**src/rtl/serial_word_feeder.sv**
```systemverilog
// ---------------------------------------------------------------------------
// serial_word_feeder
//
// Accepts parallel words over a valid/ready handshake and emits them one bit
// per clock, LSB first, with framing flags for a downstream bit-serial stage.
// One word is shifting while a second may wait in a one-deep pending buffer.
// Back-to-back words are emitted without a gap.
//
// Ports
//   clk         in   rising-edge clock
//   reset       in   synchronous, active-high reset
//   load_data   in   [WIDTH] parallel word to serialise
//   load_valid  in   load_data offered this cycle
//   load_ready  out  a word can be accepted this cycle (pending buffer empty)
//   ser_out     out  serial bit (0 whenever ser_valid=0)
//   ser_valid   out  ser_out carries a real bit
//   ser_first   out  ser_out is bit 0 of a word (downstream per-word reset)
//   ser_last    out  ser_out is bit WIDTH-1 of a word
//   words_sent  out  [16] completed-word count, wraps at 2^16
// ---------------------------------------------------------------------------
module serial_word_feeder #(
  parameter int WIDTH = 8
) (
  input  logic             clk,
  input  logic             reset,
  input  logic [WIDTH-1:0] load_data,
  input  logic             load_valid,
  output logic             load_ready,
  output logic             ser_out,
  output logic             ser_valid,
  output logic             ser_first,
  output logic             ser_last,
  output logic [15:0]      words_sent
);

  localparam int IDX_W = (WIDTH > 2) ? $clog2(WIDTH) : 1;
  localparam logic [IDX_W-1:0] LAST_IDX = IDX_W'(WIDTH - 1);
  localparam logic [IDX_W-1:0] PENULT_IDX = IDX_W'(WIDTH - 2);

  typedef enum logic {
    IDLE,
    SHIFT
  } state_t;

  state_t            state_q, state_d;
  logic [IDX_W-1:0]  idx_q, idx_d;
  logic [WIDTH-1:0]  sh_q, sh_d;
  logic [WIDTH-1:0]  pend_q, pend_d;
  logic              pend_full_q, pend_full_d;
  logic              ser_out_q, ser_out_d;
  logic              ser_valid_q, ser_valid_d;
  logic              ser_first_q, ser_first_d;
  logic              ser_last_q, ser_last_d;
  logic [15:0]       words_sent_q, words_sent_d;

  logic              accept;
  logic              start;
  logic [WIDTH-1:0]  start_word;

  // Ready is withheld during reset so no transfer can slip in alongside it.
  assign load_ready = !reset && !pend_full_q;
  assign accept     = load_valid && load_ready;

  always_comb begin
    state_d      = state_q;
    idx_d        = idx_q;
    sh_d         = sh_q;
    pend_d       = pend_q;
    pend_full_d  = pend_full_q;
    ser_out_d    = ser_out_q;
    ser_valid_d  = ser_valid_q;
    ser_first_d  = ser_first_q;
    ser_last_d   = ser_last_q;
    words_sent_d = words_sent_q;
    start        = 1'b0;
    start_word   = load_data;

    case (state_q)
      IDLE: begin
        ser_out_d   = 1'b0;
        ser_valid_d = 1'b0;
        ser_first_d = 1'b0;
        ser_last_d  = 1'b0;
        if (accept) begin
          start = 1'b1;
        end
      end

      SHIFT: begin
        if (idx_q == LAST_IDX) begin
          // Word completes this cycle; pick the follow-on word, buffered
          // one first, so there is no bubble between words.
          words_sent_d = words_sent_q + 16'd1;
          if (pend_full_q) begin
            start       = 1'b1;
            start_word  = pend_q;
            pend_full_d = 1'b0;
          end else if (accept) begin
            start = 1'b1;
          end else begin
            state_d     = IDLE;
            ser_out_d   = 1'b0;
            ser_valid_d = 1'b0;
            ser_first_d = 1'b0;
            ser_last_d  = 1'b0;
          end
        end else begin
          sh_d        = sh_q >> 1;
          idx_d       = idx_q + IDX_W'(1);
          ser_out_d   = sh_q[1];
          ser_valid_d = 1'b1;
          ser_first_d = 1'b0;
          ser_last_d  = (idx_q == PENULT_IDX);
          if (accept) begin
            pend_d      = load_data;
            pend_full_d = 1'b1;
          end
        end
      end
    endcase

    if (start) begin
      state_d     = SHIFT;
      sh_d        = start_word;
      idx_d       = '0;
      ser_out_d   = start_word[0];
      ser_valid_d = 1'b1;
      ser_first_d = 1'b1;
      ser_last_d  = 1'b0;
    end
  end

  // Control and output registers: cleared by reset.
  always_ff @(posedge clk) begin
    if (reset) begin
      state_q      <= IDLE;
      pend_full_q  <= 1'b0;
      ser_out_q    <= 1'b0;
      ser_valid_q  <= 1'b0;
      ser_first_q  <= 1'b0;
      ser_last_q   <= 1'b0;
      words_sent_q <= 16'd0;
    end else begin
      state_q      <= state_d;
      pend_full_q  <= pend_full_d;
      ser_out_q    <= ser_out_d;
      ser_valid_q  <= ser_valid_d;
      ser_first_q  <= ser_first_d;
      ser_last_q   <= ser_last_d;
      words_sent_q <= words_sent_d;
    end
  end

  // Datapath registers: contents are qualified by state/pend_full, no reset.
  always_ff @(posedge clk) begin
    idx_q  <= idx_d;
    sh_q   <= sh_d;
    pend_q <= pend_d;
  end

  assign ser_out    = ser_out_q;
  assign ser_valid  = ser_valid_q;
  assign ser_first  = ser_first_q;
  assign ser_last   = ser_last_q;
  assign words_sent = words_sent_q;

endmodule

```
**config.mk**
```make
export PLATFORM = sky130hd
export DESIGN_NAME = serial_word_feeder
export DESIGN_NICKNAME = d
export VERILOG_FILES = /design/src/rtl/serial_word_feeder.sv
export SDC_FILE = /design/constraint.sdc
export NUM_CORES = 1
export LEC_CHECK = 0
export CORE_AREA = 2 2 61 63
export DETAILED_ROUTE_END_ITERATION = 10
export DIE_AREA = 0 0 63 65
export PLACE_DENSITY = 0.76
export SYNTH_ARGS = -nofsm -noshare
export SYNTH_HDL_FRONTEND = slang
export SYNTH_SLANG_ARGS = --single-unit
```
**constraint.sdc**
```tcl
create_clock -name clk -period 2.5 [get_ports clk]
set_clock_uncertainty 0.05 [all_clocks]
set_input_delay 0.375 -clock clk [delete_from_list [all_inputs] [get_ports clk]]
set_output_delay 0.375 -clock clk [all_outputs]
set_load 0.005 [all_outputs]
```
Word level (Yosys, flattened, before mapping)
Cells that the tools add are included.
{ "word_totals": {"ff_bits": 41, "in_bits": 11} }
{ "classes": {"addsub": 2, "n_eq_ne": 7, "muxes": 28, "bitwise_logic": 2, "reduce_logical": 14} }
{ "ops": {"columns": ["cell", "n"], "rows": [
  ["8-bit 2-to-1 mux", 6],
  ["1-bit 2-to-1 mux", 17],
  ["16-bit by 1-bit adder with 16-bit output, second input constant", 1],
  ["2-bit AND reduction", 6],
  ["1-bit one-hot mux with 2 select lines", 5],
  ["4-bit inequality test, second input constant", 2],
  ["3-bit equality test, second input constant", 2],
  ["3-bit inequality test, second input constant", 2],
  ["2-bit nonzero test", 2],
  ["3-bit by 1-bit adder with 3-bit output, second input constant", 1],
  ["3-bit AND reduction", 1],
  ["1-bit logical AND", 2],
  ["1-bit zero test", 2],
  ["2-bit inequality test, second input constant", 1],
  ["1-bit inverter", 2],
  ["2-bit OR reduction", 1]
]} }

Longest topological paths before layout
Gate-level depths: netlist of run 1.
{ "logic_depth": {"ltp_word": 9, "ltp_mapped": 8} }

Least setup slack after synthesis of run 1
No wires, ideal clock.
{ "synth_timing": {"kind": "register -> register", "startpoint": "register idx_q[0]", "endpoint": "register ser_out_q (netlist: ser_out)", "stages_incl_launch_ff": 8, "arrival_time_ns": 1.789, "path_buffers": 1, "slack_ns": 0.534, "synth_period_minus_slack_ns": 1.966, "cell_sequence": "dfxtp_1 ha_1 ha_1 clkbuf_1 nand3_1 mux2_2 a22oi_1 nor2_1"} }
{ "synth_via": {"elab_chain_cells": 5, "word_cells_on_any_way": 11, "classes_between": "3 x eq/ne; 7 x mux; 1 x reduce/logical"} }
{ "synth_rtl": {"columns": ["element", "line", "source"], "rows": [
  ["start, declared", "46", "logic [IDX_W-1:0] idx_q, idx_d;"],
  ["start signal, assigned", "156", "idx_q <= idx_d;"],
  ["3-bit equality test (*)", "90", "if (idx_q == LAST_IDX) begin"],
  ["1-bit 2-to-1 mux", "90", null],
  ["1-bit one-hot mux with 2 select lines", "78", "case (state_q)"],
  ["4-bit inequality test (no source line)", null, null],
  ["2-bit AND reduction (no source line)", null, null],
  ["end signal, assigned", "146", "ser_out_q <= ser_out_d;"],
  ["end, declared", "50", "logic ser_out_q, ser_out_d;"]
]} }
Mark *: on every way between the ends. The rest lies on a longest branch, timed or not.
A chain may end at the register's enable or synchronous reset.

Final worst setup path of run 1
{ "layout_timing": {"startpoint": "register idx_q[0]", "endpoint": "register sh_q[6] (enable)"} }
{ "layout_via": {"elab_chain_cells": 5, "word_cells_on_any_way": 6, "classes_between": "2 x eq/ne; 2 x mux; 2 x reduce/logical"} }
{ "layout_rtl": {"columns": ["element", "line", "source"], "rows": [
  ["3-bit equality test (*)", "90", null],
  ["1-bit 2-to-1 mux", "90", null],
  ["1-bit one-hot mux with 2 select lines", "78", null],
  ["2-bit inequality test (no source line) / 2-bit nonzero test (equally long branches)", null, null],
  ["2-bit AND reduction (no source line) (*)", null, null],
  ["end signal, assigned", "157", "sh_q <= sh_d;"],
  ["end, declared", "47", "logic [WIDTH-1:0] sh_q, sh_d;"]
]} }
Marked as above.

==> flow_metrics.tcl, run 1 <==
set metrics [dict create \
    hold_ws_ns 0.435 \
    drc 0 \
    gp_congestion 0.817 \
    fmax_mhz 469 \
    synth_fa_ha_area_share_pct 2.98 \
    die_w_um 63 \
    worstRegToRegCells 5 \
    io_pins 32 \
    drv_slew 0 \
    multi_input_area_um2 697 \
    setup_viol_count_final 0 \
    wire_per_inst_um 13.1 \
    ys_seq_area_share_pct 56.6 \
    n_fill_cell 312 \
    syn_nets 173 \
    synth-xor-area-share_pct 6.78 \
    drt_iter0_markers 51 \
    status "finished, final reports clean" \
    drive_gt1_share_pct 8.12 \
    yosysWarnings 0 \
    worst_slew_pin_slew_ns 0.507 \
    synth-compound-area-share_pct 6.63 \
    num_rows 22 \
    place_hpwl_mm 2.40 \
    netlist_instances 158 \
    peakVddDrop_v 0.000347 \
    antenna_found_initial 0 \
    power_mw 1.15 \
    ctsResizeCount 0 \
    synth_top_family_by_area "simple AND/OR/NAND/NOR gates" \
    synthMuxAreaShare_pct 4.84 \
    crit_top_cell "ha_1" \
    cp.required_ns 2.50 \
    holdPathStages 2 \
    ys_ff_latch 40 \
    drt_wl_total_mm 3.20 \
    cts_setup_buffers 0 \
    clock-sinks 40 \
    clkTransAtPathRegs_ns 0.11 \
    hold_path_end "ser_last" \
    synth.avg_cell_area_um2 10.6 \
    powerDensity_nw_per_um2 541 \
    hold_buffers 0 \
    ff_latch_area_um2 951 \
    grt_max_degree 23 \
    final_antenna_net_count 0 \
    max_cap_violations 0 \
    insertion_delay_ns 0.35 \
    relSlewSlack_pct 65.9 \
    crit_type "flop to flop" \
    crit_chain "ha_1 > ha_1 > nand2b_1 > a21boi_0 > inv_1" \
    area_delta_synth_final_pct 26.1 \
    root_buffer "clkbuf_4" \
    vias 1252 \
    synthDistinctLibCells 32 \
    final_cell_mix "31 x clkdlybuf4s50_1, 26 x nor2_1, 25 x dfxtp_1" \
    path_buf_inv 1 \
    hold_class "flop to flop" \
    grt_setup_unrepaired "no" \
    final_nets 211 \
    h-tree-depth 2 \
    path_depth 5 \
    grt_pass1_vias 1248 \
    r2r_slack_ns 0.37 \
    dpl_worst_slack_ns 0.285 \
    path_delay_family "adder cells" \
    die_area_um2 4100 \
    overflow 0 \
    synthSimpleGateAreaFrac_pct 20.3 \
    ctsLongestPathBuffers 2 \
    hold_violations 0 \
    end_kind "flop" \
    final_common_cell "clkdlybuf4s50_1" \
    grt_pass1_wl_mm 5.54 \
    syn_area_um2 1680 \
    cts_tree "yes" \
    fin_crit_ns 2.13 \
    viasPerCell 5.11 \
    start_util_pct 48.0 \
    leakagePower_nw 0.777 \
    numCtsBuffers 5 \
    grt_use_total_pct 17.6 \
    coreArea_um2 3500 \
    portBuffers 31 \
    slowest_delay_ns 0.44 \
    fin_setup_tns_ns 0 \
    rr_startpoint "idx_q[0]" \
    arrival_ns 2.13 \
    worst_r2r_endpoint "sh_q[6]" \
    setup_ws_ns 0.366 \
    num_antenna_cells 0 \
    crit_fanout 11 \
    fp.dieH_um 65 \
    slowest_stage "a21boi_0" \
    drtPass1Iterations 4 \
    min_from "idx_q[2]" \
    startpoint_type "flop" \
    post-route-period-util_pct 85.4 \
]
[flip-flops by register name, summed over array words and instances, names as in the netlist]
name and flops:
state_q 1, ser_first 1, pend_q 8, pend_full_q 1, ser_out 1, sh_q 7
words_sent 16, ser_last 1, ser_valid 1, idx_q 3
[metal layers]
| layer | global-route usage [%] | wire (µm) | share of wire [%] | vias up |
|---|---|---|---|---|
| li1 | - | - | - | 642 |
| met1 | 18.5 | 1370 | 43 | 575 |
| met2 | 33.0 | 1640 | 51 | 29 |
| met3 | 5.21 | 135 | 4.2 | 6 |
| met4 | 6.67 | 51 | 1.6 | 0 |
| met5 | 0 | 0 | 0 | - |
[stage by stage]
step / util [%] / area [µm²] / cells
2_1_floorplan: - / 1680 / 158
3_3_place_gp: 59.1 / 2070 / 237
3_5_place_dp: 59.1 / 2070 / 237
4_1_cts: 60.6 / 2120 / 245
5_1_grt: 60.6 / 2120 / 245
6_report: 60.6 / 2120 / 245
[report_power, final]
group	internal (mW)	switching [mW]
Combinational	0.0541	0.0535
Sequential	0.711	0.0208
Clock	0.110	0.196
Total	0.875	0.270
[worst max-delay path by stage]
stage	startpoint	endpoint	slack, ns
2_1_floorplan	idx_q[0]	ser_out	0.53
3_3_place_gp	load_valid	sh_q[3]	0.34
3_5_place_dp	load_valid	sh_q[5]	0.29
4_1_cts	idx_q[0]	sh_q[3]	0.38
5_1_grt	idx_q[0]	sh_q[6]	0.11
6_report	idx_q[0]	sh_q[6]	0.37
[cell families after synthesis]
group                    Yosys count
flip-flops                        40
AND/OR/NAND/NOR                   66
AO/OA/AOI/OAI                     19
adder cells (fa/ha/maj)            4
buffers and inverters              8
multiplexers                       8
XOR/XNOR                          13
[worst min-delay path, cell delays in order, from the launching register on]
cell and delay, ns:
dfxtp_1 0.35, nand2_1 0.07, nor3_1 0.04
[cell type report]
type | instances | share of cell area, %
Clock buffer | 7 | 2.13
Clock inverter | 1 | 0.236
Sequential cell | 40 | 44.9
Multi-Input combinational cell | 110 | 32.9
Timing Repair Buffer | 36 | 16.4
Inverter | 3 | 0.532
Tap cell | 48 | 2.84
[synth_stat cells (all sizes together)]
cell	count	area (µm²)
ha	4	50.1
inv	3	11.3
nor2b	3	18.8
nor2	26	97.6
xnor2	8	70.1
nor4	4	25.0
nor3	3	15.0
a22o	1	8.76
o31ai	1	7.51
a211oi	2	15.0
a21boi	1	7.51
or4	2	18.8
nand3	5	25.0
nand2	10	37.5
mux2	1	11.3
nand2b	2	12.5
or3b	1	8.76
clkbuf	4	15.0
mux2i	7	70.1
dfxtp	25	500
a22oi	1	7.51
nand4	7	58.8
buf	1	5.00
and4	1	8.76
edfxtp	15	450
or3	2	13.8
a21oi	11	55.1
o21ai	2	10.0
xor2	5	43.8
No activity file was read; power rests on OpenSTA's default activity.
==> run 2, diff against run 1 <==
--- a/config.mk
+++ b/config.mk
@@ -5,10 +5,11 @@
 export SDC_FILE = /design/constraint.sdc
 export NUM_CORES = 1
 export LEC_CHECK = 0
-export CORE_AREA = 2 2 61 63
+export CORE_AREA = 2 2 64 66
 export DETAILED_ROUTE_END_ITERATION = 10
-export DIE_AREA = 0 0 63 65
-export PLACE_DENSITY = 0.76
+export DIE_AREA = 0 0 66 68
+export PLACE_DENSITY = 0.73
 export SYNTH_ARGS = -nofsm -noshare
 export SYNTH_HDL_FRONTEND = slang
 export SYNTH_SLANG_ARGS = --single-unit
+export TNS_END_PERCENT = 5
==> constraint.sdc (replaced) <==
create_clock -name clk -period 1.7 [get_ports clk]
set_clock_uncertainty 0.05 [all_clocks]
set_input_delay 0.255 -clock clk [delete_from_list [all_inputs] [get_ports clk]]
set_output_delay 0.255 -clock clk [all_outputs]
set_load 0.005 [all_outputs]
==> run 2 against run 1 <==
Combinational power grew 110%. Highest routed layer unchanged. Hold slack gained 0.012 ns. Critical path depth grew 1. Global-route usage grew 0.42 points. Sequential power grew 48%. Non-clock buffer count grew 29. Critical endpoint is now words_sent[15]. The flow now finishes with violations (setup timing). Fmax grew 23%. Register-to-register slack lost 0.41 ns. Clock power grew to 2.5 times the previous value. Setup slack lost 0.41 ns.
==> flow_metrics.tcl, run 2 (same netlist as run 1, synthesis figures left out) <==
set metrics [dict create \
    startpoint_type "flop" \
    post-route-period-util_pct 102 \
    crit_type "flop to flop" \
    slowest_stage "or4_4" \
    die_w_um 66 \
    die_area_um2 4490 \
    num_antenna_cells 0 \
    largest_reg_flops 16 \
    p_int_mw 1.61 \
    final_antenna_net_count 0 \
    io_pins 32 \
    gp_congestion 0.784 \
    grt_pass1_wl_mm 5.99 \
    busiest_layer "met2" \
    drive_gt1_share_pct 27.4 \
    p_comb_share_pct 10.9 \
    drv_slew 0 \
    hold_violations 0 \
    end_kind "flop" \
    drc 0 \
    grt_use_total_pct 18.0 \
    leakagePower_nw 0.997 \
    overflow 0 \
    path_delay_family "simple AND/OR/NAND/NOR gates" \
    crit_chain "ha_4 > ha_4 > nand4_1 > or4_4 > or3_1 > a21oi_1" \
    wire_per_inst_um 13.3 \
    netSwitchingFraction_pct 22.2 \
    hold_class "flop to flop" \
    area_delta_synth_final_pct 51.0 \
    fin_setup_tns_ns -0.0413 \
    fmax_mhz 574 \
    final_cell_mix "31 x buf_4, 29 x clkdlybuf4s50_1, 25 x nor2_1" \
    dp_cells 268 \
    h-tree-depth 2 \
    fin_util_pct 65.8 \
    numCtsBuffers 5 \
    final_cells 276 \
    grtUsageMet2_pct 32.4 \
    grtUsageMet3_pct 6.09 \
    coreArea_um2 3860 \
    arrival_ns 1.92 \
    power_frac_seq_pct 51.8 \
    max_cap_violations 0 \
    powerDensity_nw_per_um2 818 \
    grt_max_degree 24 \
    dpl_worst_slack_ns -0.275 \
    cts_setup_buffers 0 \
    met1_usage_pct 19.0 \
    start_util_pct 43.5 \
    cp.required_ns 1.88 \
    slowest_delay_ns 0.45 \
    setup_ws_ns -0.0413 \
    fin_crit_ns 1.74 \
    peakVddDrop_v 0.000593 \
    grt_pass1_vias 1400 \
    vias 1395 \
    place_hpwl_mm 2.65 \
    viasPerCell 5.05 \
    clock-sinks 40 \
    num_rows 23 \
    ctsLongestPathBuffers 2 \
    worst_slew_pin_slew_ns 0.340 \
    root_buffer "clkbuf_8" \
    violations "setup timing" \
    crit_fanout 4 \
    grt_setup_unrepaired "yes" \
    setup_viol_count_final 1 \
    fp.dieH_um 68 \
    final_common_cell "buf_4" \
    drtPass1Iterations 4 \
    switchingPower_uw 461 \
    path_buf_inv 0 \
    drt_iter0_markers 71 \
    antenna_found_initial 0 \
    clkTransAtPathRegs_ns 0.08 \
    drt_wl_total_mm 3.68 \
    clockPowerShare_pct 37.3 \
    final_nets 240 \
    status "finished with violations" \
    relSlewSlack_pct 77.1 \
    hold_ws_ns 0.447 \
    cts_tree "yes" \
    crit_top_cell "ha_4" \
    insertion_delay_ns 0.29 \
    portBuffers 31 \
]
-- run 2: worst reg2reg max path: stages, from the launching register on --
cell and delay [ns]:
dfxtp_2 0.36, ha_4 0.14, ha_4 0.14, nand4_1 0.09, or4_4 0.45, or3_1 0.32, a21oi_1 0.13
-- run 2: power by group through the flow --
| stage | logic [mW] | clock network (mW) | registers [mW] |
|---|---|---|---|
| after floorplan | 0.0948 | 0 | 1.09 |
| after global placement | 0.205 | 0 | 1.08 |
| after detailed placement | 0.212 | 0 | 1.09 |
| after CTS | 0.225 | 0.801 | 1.07 |
| after global routing | 0.248 | 0.842 | 1.08 |
| final | 0.226 | 0.774 | 1.08 |
-- run 2: per-stage QoR --
stage / cell area, µm² / total power [mW]
after global placement: 2330 / 1.29
after global routing: 2540 / 2.17
final: 2540 / 2.08
after floorplan: 1700 / 1.18
after detailed placement: 2330 / 1.30
after CTS: 2490 / 2.10
-- run 2: timing repair --
action / 4_1_cts / 5_1_grt
hold buffers: 0 / 0
pin swaps: 1 / 5
resized for setup: 13 / 7
endpoints found under the setup margin: 32 / 24
-- run 2: layout make-up --
class	count	area [µm²]
multi-input cells	110	788
clock inverters	3	47.5
well taps	50	62.6
fillers	317	1320
repair buffers	65	604
clock buffers	5	68.8
inverters	3	11.3
flip-flops and latches	40	953
-- run 2: path summary, 6_finish.rpt --
path | depth (start not counted) | endpoint | slack (ns) | start
max reg2reg | 6 | words_sent[15] | -0.04 | idx_q[0]
min | 2 | words_sent[15] | 0.45 | words_sent[15]
min reg2reg | 2 | words_sent[15] | 0.45 | words_sent[15]
max | 6 | words_sent[15] | -0.04 | idx_q[0]
-- run 2: per-layer routing --
| metal | routed length, µm | up-vias | share of wire, % |
|---|---|---|---|
| met3 | 170 | 4 | 4.6 |
| met5 | 0 | - | 0 |
| met2 | 1940 | 33 | 53 |
| li1 | - | 698 | - |
| met4 | 42 | 0 | 1.1 |
| met1 | 1530 | 660 | 42 |
